$ cat src/rtl/stream_mux_n.sv
// N-input streaming multiplexer with valid/ready on every port and one registered
// output stage; channel chosen by external sel (MODE=0) or round-robin (MODE=1).

module stream_mux_lane #(
  parameter int SELW = 2,
  parameter int IDX  = 0
) (
  input  logic            gnt_vld,
  input  logic [SELW-1:0] gnt_idx,
  input  logic            load,
  output logic            ready
);
  // Ready depends only on the grant, never on a losing channel's valid.
  assign ready = gnt_vld && load && (gnt_idx == SELW'(IDX));
endmodule

module stream_mux_n #(
  parameter int WIDTH = 8,
  parameter int N     = 4,
  parameter int MODE  = 0,
  parameter int SELW  = 2
) (
  input  logic                 clk,
  input  logic                 rst,
  input  logic [N*WIDTH-1:0]   in_data,
  input  logic [N-1:0]         in_valid,
  output logic [N-1:0]         in_ready,
  input  logic [SELW-1:0]      sel,
  output logic [WIDTH-1:0]     out_data,
  output logic                 out_valid,
  input  logic                 out_ready,
  output logic [SELW-1:0]      out_chan
);

  typedef struct packed {
    logic            vld;
    logic [SELW-1:0] idx;
  } grant_t;

  localparam logic [SELW:0] N_W = (SELW+1)'(N);

  logic [N-1:0][WIDTH-1:0] ch_data;
  assign ch_data = in_data;

  logic [WIDTH-1:0] out_data_q, out_data_d;
  logic             out_valid_q, out_valid_d;
  logic [SELW-1:0]  out_chan_q, out_chan_d;
  logic [SELW-1:0]  ptr_q, ptr_d;

  logic             load;
  logic             xfer;
  grant_t           gnt;
  logic [SELW:0]    rr_idx;
  logic [SELW:0]    ptr_inc;

  assign load = !out_valid_q || out_ready;

  always_comb begin
    gnt    = '0;
    rr_idx = '0;
    if (MODE == 0) begin
      // Out-of-range select (possible when N is not a power of two) never grants.
      if ({1'b0, sel} < N_W) begin
        if (in_valid[sel]) begin
          gnt.vld = 1'b1;
          gnt.idx = sel;
        end
      end
    end else begin
      // Search starts at ptr and wraps; the first valid channel wins.
      for (int i = 0; i < N; i++) begin
        rr_idx = {1'b0, ptr_q} + (SELW+1)'(i);
        if (rr_idx >= N_W) rr_idx = rr_idx - N_W;
        if (!gnt.vld && in_valid[rr_idx[SELW-1:0]]) begin
          gnt.vld = 1'b1;
          gnt.idx = rr_idx[SELW-1:0];
        end
      end
    end
  end

  for (genvar k = 0; k < N; k++) begin : g_lane
    stream_mux_lane #(.SELW(SELW), .IDX(k)) u_lane (
      .gnt_vld (gnt.vld),
      .gnt_idx (gnt.idx),
      .load    (load),
      .ready   (in_ready[k])
    );
  end

  assign xfer    = gnt.vld && load;
  assign ptr_inc = {1'b0, gnt.idx} + (SELW+1)'(1);

  always_comb begin
    out_data_d  = out_data_q;
    out_valid_d = out_valid_q;
    out_chan_d  = out_chan_q;
    ptr_d       = ptr_q;
    if (xfer) begin
      // Reload on the same edge a held word is consumed: no bubble.
      out_data_d  = ch_data[gnt.idx];
      out_chan_d  = gnt.idx;
      out_valid_d = 1'b1;
      if (MODE != 0) ptr_d = (ptr_inc >= N_W) ? '0 : ptr_inc[SELW-1:0];
    end else if (out_valid_q && out_ready) begin
      out_valid_d = 1'b0;
    end
  end

  always_ff @(posedge clk) begin
    if (rst) begin
      out_data_q  <= '0;
      out_valid_q <= 1'b0;
      out_chan_q  <= '0;
      ptr_q       <= '0;
    end else begin
      out_data_q  <= out_data_d;
      out_valid_q <= out_valid_d;
      out_chan_q  <= out_chan_d;
      ptr_q       <= ptr_d;
    end
  end

  assign out_data  = out_data_q;
  assign out_valid = out_valid_q;
  assign out_chan  = out_chan_q;

endmodule

$ cat config.mk
export PLATFORM = sky130hd
export DESIGN_NAME = stream_mux_n
export DESIGN_NICKNAME = d
export VERILOG_FILES = /design/src/rtl/stream_mux_n.sv
export SDC_FILE = /design/constraint.sdc
export NUM_CORES = 1
export LEC_CHECK = 0
export ABC_AREA = 1
export CORE_ASPECT_RATIO = 1.2
export CORE_MARGIN = 10
export CORE_UTILIZATION = 38
export CTS_BUF_LIST = sky130_fd_sc_hd__clkbuf_4 sky130_fd_sc_hd__clkbuf_8
export CTS_CLUSTER_DIAMETER = 50
export DETAILED_ROUTE_END_ITERATION = 10
export HOLD_SLACK_MARGIN = 0.02
export MAX_ROUTING_LAYER = met4
export PLACE_DENSITY = 0.93
export SLEW_MARGIN = 20
export SYNTH_ARGS = -nofsm -noshare
export SYNTH_HDL_FRONTEND = slang
export SYNTH_SLANG_ARGS = --single-unit
export TNS_END_PERCENT = 50
$ cat constraint.sdc
create_clock -name clk -period 1.9 [get_ports clk]
set_input_delay 0.38 -clock clk [delete_from_list [all_inputs] [get_ports clk]]
set_output_delay 0.38 -clock clk [all_outputs]
set_load 0.02 [all_outputs]
Yosys cells after proc, flatten, opt, wreduce, memory -nomap -nowiden
Cells that the tools add are included.
{"block": "totals", "ff_bits": 11, "input_bits": 41, "output_inout_bits": 15, "elab_cells": 25}
{"block": "op_classes", "magnitude_cmp": 2, "eq_ne": 3, "n_mux": 7, "reduce_logical": 10}
{"cell": "8-bit binary-select mux with 2-bit select", "n": 1}
{"cell": "8-bit two-way mux", "n": 1}
{"cell": "1-bit logical AND", "n": 6}
{"cell": "2-bit by 3-bit less-than comparator with 1-bit output, second input constant", "n": 2}
{"cell": "2-bit equality test, second input constant", "n": 2}
{"cell": "1-bit two-way mux", "n": 3}
{"cell": "3-bit two-way mux", "n": 1}
{"cell": "1-bit binary-select mux with 2-bit select", "n": 1}
{"cell": "2-bit by 1-bit equality test with 1-bit output, second input constant", "n": 1}
{"cell": "2-bit logical NOT", "n": 1}
{"cell": "2-bit nonzero test", "n": 1}
{"cell": "1-bit logical NOT", "n": 1}
{"cell": "1-bit logical OR", "n": 1}

Depth between registers and ports, before layout
Gate-level depths: netlist of run 1.
{"block": "logic_depth", "ltp_word": 5, "ltp_mapped": 10}

By module
Synthesis of run 1 repeated with hierarchy kept, for this count alone.
{"block": "unflattened", "hier_cells": 160, "area_unflattened_um2": 953.4}
{"module": "stream_mux_n", "instances": 1, "cells_each": 144, "area_per_inst_um2": 885.8, "seq_area_each_um2": 220.2}
{"module": "stream_mux_lane at g_lane[1].u_lane ...", "instances": 2, "cells_each": 4, "area_per_inst_um2": 17.5, "seq_area_each_um2": 0.0}
{"module": "stream_mux_lane at g_lane[0].u_lane", "instances": 1, "cells_each": 5, "area_per_inst_um2": 21.3, "seq_area_each_um2": 0.0}
{"module": "stream_mux_lane at g_lane[3].u_lane", "instances": 1, "cells_each": 3, "area_per_inst_um2": 11.3, "seq_area_each_um2": 0.0}

Least setup slack after synthesis of run 1
Ideal clock, no wire load.
{"block": "synth_timing", "kind": "input -> output", "start": "input sel[0]", "end": "output in_ready[2]", "arrival_time_ps": 1307, "required_time_ps": 1520, "setup_slack_ps": 213, "cell_stages": 7, "path_buffers": 3, "cell_sequence": "buf_6 > nand2_2 > nand3_2 > buf_2 > or2_2 > nor2_1 > buf_4"}
{"block": "synth_between", "elab_chain_len": 5}
{"element": "start, declared", "line": "28", "source": "input logic [SELW-1:0] sel,"}
{"element": "1-bit binary-select mux with 2-bit select", "line": "64", "source": "if (in_valid[sel]) begin"}
{"element": "1-bit two-way mux (not written as such)", "line": "64"}
{"element": "3-bit two-way mux *", "line": "64"}
{"element": "2-bit equality test / 1-bit logical AND (equally long branches)", "line": "14", "source": "assign ready = gnt_vld && load && (gnt_idx == SELW'(IDX));"}
{"element": "1-bit logical AND *", "line": "14"}
{"element": "end, declared", "line": "27", "source": "output logic [N-1:0] in_ready,"}
Mark *: on every way between the ends. The rest lies on a longest branch, timed or not. The select of a mux whose other input is x is not followed.

Worst setup path after layout of run 1
{"block": "layout_timing", "start": "input out_ready", "end": "output in_ready[3]"}
{"block": "layout_between", "elab_chain_len": 3}
{"element": "start, declared", "line": "31", "source": "input logic out_ready,"}
{"element": "1-bit logical OR", "line": "56", "source": "assign load = !out_valid_q || out_ready;"}
{"element": "1-bit logical AND (2 in series)", "line": "14"}
Every way passes these cells.

==> tab_implementation.tex, run 1 <==
\begin{tabular}{lr}
\hline
Metric & Value \\
\hline
\multicolumn{2}{l}{\textbf{Route}} \\
Post-DRT Antenna Nets & 0 \\
Total length of routed wires & 3.147 mm \\
Number of design-rule violations left by the first detailed-router iteration & 43 \\
Via total after detailed routing & 1132 \\
Drc violations & 0 \\
TritonRoute pass-1 iters & 4 \\
Routed wirelength normalized by instance count & 12.74 um \\
Via density & 4.583 \\
\multicolumn{2}{l}{\textbf{Timing}} \\
Count of final max-slew check failures & 0 \\
Worst Clk Skew & 0.004265 ns \\
Setup total negative slack & 0 ns \\
Finish-stage setup viols & 0 \\
Slew margin rel. & 0.7029 \\
Ratio of final minimum period to clock period & 0.9834 \\
Max Clk Rate & 535.2 MHz \\
Worst Max-Slew Pin Slew & 0.4456 ns \\
Post-Route Hold Slack & 0.4689 ns \\
Final critical delay including setup and external delays & 1.868 ns \\
Count of final hold-check violations & 0 \\
\multicolumn{2}{l}{\textbf{Floorplanning}} \\
Die H & 74.48 um \\
Die outline area & 4870 um2 \\
Area of the core & 2330 um2 \\
I/O pin count & 56 \\
Die X-Extent & 65.40 um \\
Initial cell density of the core & 0.4033 \\
Rows & 19 \\
\multicolumn{2}{l}{\textbf{Setup path}} \\
Cell class contributing the biggest share of worst-path delay & buffers and inverters \\
Delay contributed by the slowest stage of the critical path & 0.52 ns \\
Logic depth of the worst register-to-register path & 7 \\
Worst-path cell chain & clkdlybuf4s50\_1 > nor2\_2 > or2\_4 > nor2\_1 > buf\_4 \\
Number of buffer and inverter stages on the critical path & 2 \\
Worst setup SP type & primary input \\
Slowest stage cell on the critical path & sky130\_fd\_sc\_hd\_\_clkdlybuf4s50\_1 \\
Worst setup slack for register-to-register paths & 0.59 ns \\
Startpoint of the worst-slack reg-to-reg timing path & out\_valid \\
Critical Path Fanout Max & 3 \\
Crit Path Category & in -> out \\
Worst R2R End & out\_data[0] \\
Path length in cells of the critical path & 5 \\
Required @ worst endpoint & 1.52 ns \\
Critical path arrival & 1.49 ns \\
Crit end category & output pin \\
\multicolumn{2}{l}{\textbf{Place}} \\
Final Wtd Congestion & 0.8279 \\
Number of port buffers & 55 \\
Post-detail-place hpwl & 2.561 mm \\
Cell Count Post-Placement & 241 \\
Total placed instance area & 1535 um2 \\
\multicolumn{2}{l}{\textbf{Synthesis}} \\
Synthesis warning total & 0 \\
Synth top cells by count & 37 x sky130\_fd\_sc\_hd\_\_inv\_1, 20 x sky130\_fd\_sc\_hd\_\_nor2\_1, 18 x sky130\_fd\_sc\_hd\_\_a21oi\_1, 18 x sky130\_fd\_sc\_hd\_\_nand3\_1, 13 x sky130\_fd\_sc\_hd\_\_nand2\_1 \\
Average cell area after synthesis & 6.102 um2 \\
Gate count after technology mapping & 154 \\
Most frequent cell after synthesis & sky130\_fd\_sc\_hd\_\_inv\_1 \\
Synth top area share & 0.2344 \\
Cell accounting for the most synthesized area & sky130\_fd\_sc\_hd\_\_dfxtp\_1 \\
EDFF count, synth & 0 \\
Sequential area share after synthesis & 0.2344 \\
Mapped cell area & 939.7 um2 \\
Async S/R FF share, synth & 0 \\
Post-synth top flop & sky130\_fd\_sc\_hd\_\_dfxtp\_1 \\
Area contributors post-synth & sky130\_fd\_sc\_hd\_\_dfxtp\_1 23\%, sky130\_fd\_sc\_hd\_\_inv\_1 15\%, sky130\_fd\_sc\_hd\_\_nand3\_2 11\% \\
Count of different cell masters after synthesis & 14 \\
Net count after synthesis & 195 \\
Synthesis-stage register bit count & 11 \\
\multicolumn{2}{l}{\textbf{Finish}} \\
Layout cells sized above 1 & 0.2222 \\
Area growth from synthesis to layout & 72.04\% \\
Utilization after layout & 0.6939 \\
Diode insertion count for antenna repair & 0 \\
Non-filler instance count after layout & 247 \\
Final Instance Area & 1617 um2 \\
Fill count & 224 \\
Layout Nets & 258 \\
\multicolumn{2}{l}{\textbf{CTS}} \\
Number of buffers added to fix hold violations after cts & 0 \\
Cts bufs inserted & 3 \\
Clock insertion delay at the later pin of the skew report & 0.27 ns \\
Htree depth & 1 \\
Clock-pin transition on the worst setup and hold timing paths & 0.07 ns \\
Root buffer selected by CTS & sky130\_fd\_sc\_hd\_\_clkbuf\_4 \\
Clock tree from TritonCTS & yes \\
Largest buffer count on any clock path & 2 \\
Count of clock tree sinks & 11 \\
\multicolumn{2}{l}{\textbf{GRT}} \\
Overall global routing resource usage & 0.1319 \\
Number of antenna violations at the first check in global routing & 0 \\
Largest net degree at the start of global routing & 19 \\
Global-route wire length before repair & 5.009 mm \\
Remaining global-route overflow & 0 \\
Number of global-route vias before repair & 1116 \\
\multicolumn{2}{l}{\textbf{Worst hold path}} \\
Hold/Removal Path Class & reg -> reg \\
Worst-case hold path end point & out\_chan[1] \\
Cell count of the worst hold path & 2 \\
Startpoint of the worst hold path & out\_chan[1] \\
\multicolumn{2}{l}{\textbf{Power and ir drop}} \\
Lkg Pwr & 0.0008217 uW \\
Cell area power density & 514.5 nW/um2 \\
Highest ir drop seen on vdd & 419.7 uV \\
\multicolumn{2}{l}{\textbf{Status}} \\
Run status & finished clean \\
\multicolumn{2}{l}{\textbf{Job}} \\
Count of maximum capacitance violations & 0 \\
\hline
\end{tabular}
## what timing repair did
item / CTS / global route
resized for setup: 36 / 6
setup endpoints to repair: 4 / 4
pin swaps: 7 / 3
buffers inserted: 2 / 0
## stage by stage
step	setup WS (ns)	power, uW
after floorplan	0.2130	460.8
after global placement	-0.7244	632.6
after detailed placement	-0.7636	637.8
after CTS	0.003745	829.6
after global routing	-0.01243	892.3
final	0.03160	831.7
## worst reg2reg max path, delay by kind of cell (launching register included)
kind | cells | cell delay [ns]
AOI/OAI and AO/OA | 2 | 0.21
buffers and inverters | 3 | 0.37
DFF | 1 | 0.34
and+or+nand+nor | 2 | 0.27
## state kept, by name, summed over array words and instances, names as in the netlist
register,count
out_chan,2
out_data,8
out_valid,1
## layer usage
metal / global-route usage / share of wire / up-vias
met5: - / 0 / -
met2: 0.2215 / 0.47 / 42
li1: - / - / 593
met4: 0.04524 / 0.0086 / 0
met1: 0.1418 / 0.45 / 493
met3: 0.04505 / 0.068 / 4
## how the worst max path moves through the flow
stage,slack [ns],to,start
floorplan,0.21,in_ready[2],sel[0]
global placement,-0.72,in_ready[0],sel[0]
detailed placement,-0.76,in_ready[0],sel[0]
CTS,0.004,in_ready[1],in_valid[1]
global route,-0.01,in_ready[3],out_ready
finish,0.03,in_ready[3],out_ready
## placed cells by master (no fill, tap or decap)
| master | synthesis | final |
|---|---|---|
| sky130_fd_sc_hd__nor2_1 | 20 | 18 |
| sky130_fd_sc_hd__nand3_4 | 0 | 1 |
| sky130_fd_sc_hd__buf_4 | 5 | 17 |
| sky130_fd_sc_hd__buf_6 | 3 | 2 |
| sky130_fd_sc_hd__nand2_2 | 4 | 3 |
| sky130_fd_sc_hd__dfxtp_1 | 11 | 11 |
| sky130_fd_sc_hd__inv_1 | 37 | 33 |
| sky130_fd_sc_hd__inv_2 | 0 | 4 |
| sky130_fd_sc_hd__clkdlybuf4s50_1 | 0 | 45 |
| sky130_fd_sc_hd__clkbuf_4 | 0 | 4 |
| sky130_fd_sc_hd__o21ai_2 | 1 | 1 |
| sky130_fd_sc_hd__nand3_2 | 10 | 11 |
| sky130_fd_sc_hd__o21ai_0 | 9 | 9 |
| sky130_fd_sc_hd__nor2_4 | 0 | 1 |
| sky130_fd_sc_hd__dlygate4sd2_1 | 0 | 5 |
| sky130_fd_sc_hd__a21oi_1 | 18 | 18 |
| sky130_fd_sc_hd__nand2_1 | 13 | 12 |
| sky130_fd_sc_hd__nand2_4 | 0 | 2 |
| sky130_fd_sc_hd__nand3_1 | 18 | 16 |
| sky130_fd_sc_hd__dlymetal6s2s_1 | 0 | 1 |
| sky130_fd_sc_hd__or2_4 | 0 | 1 |
| sky130_fd_sc_hd__nor2_2 | 0 | 1 |
## logic make-up after synthesis
group / synth area share
compound gates: 0.1531
flops: 0.2344
buf+inv: 0.2450
simple gates: 0.3675
## power breakdown
part / switching (uW) / internal, uW
clock network: 86.3 / 95.7
logic: 187 / 197
registers: 10.5 / 255
## layout make-up
type	instances	area (um2)	area share
clock buffers	4	30.03	0.01858
well taps	31	38.79	0.02399
repair buffers	70	656.9	0.4063
inverters	37	138.9	0.08591
multi-input cells	94	531.8	0.3289
flip-flops and latches	11	220.2	0.1362
Power figures use the tool's default switching activity.
==> run 2: changes to the inputs <==
- GPL_ROUTABILITY_DRIVEN: unset -> 0
- HOLD_SLACK_MARGIN: 0.02 -> 0.05
- TNS_END_PERCENT: 50 -> 20
==> results of run 2 <==
Same layout as run 1: the final DEF is identical, and so are final timing and power.
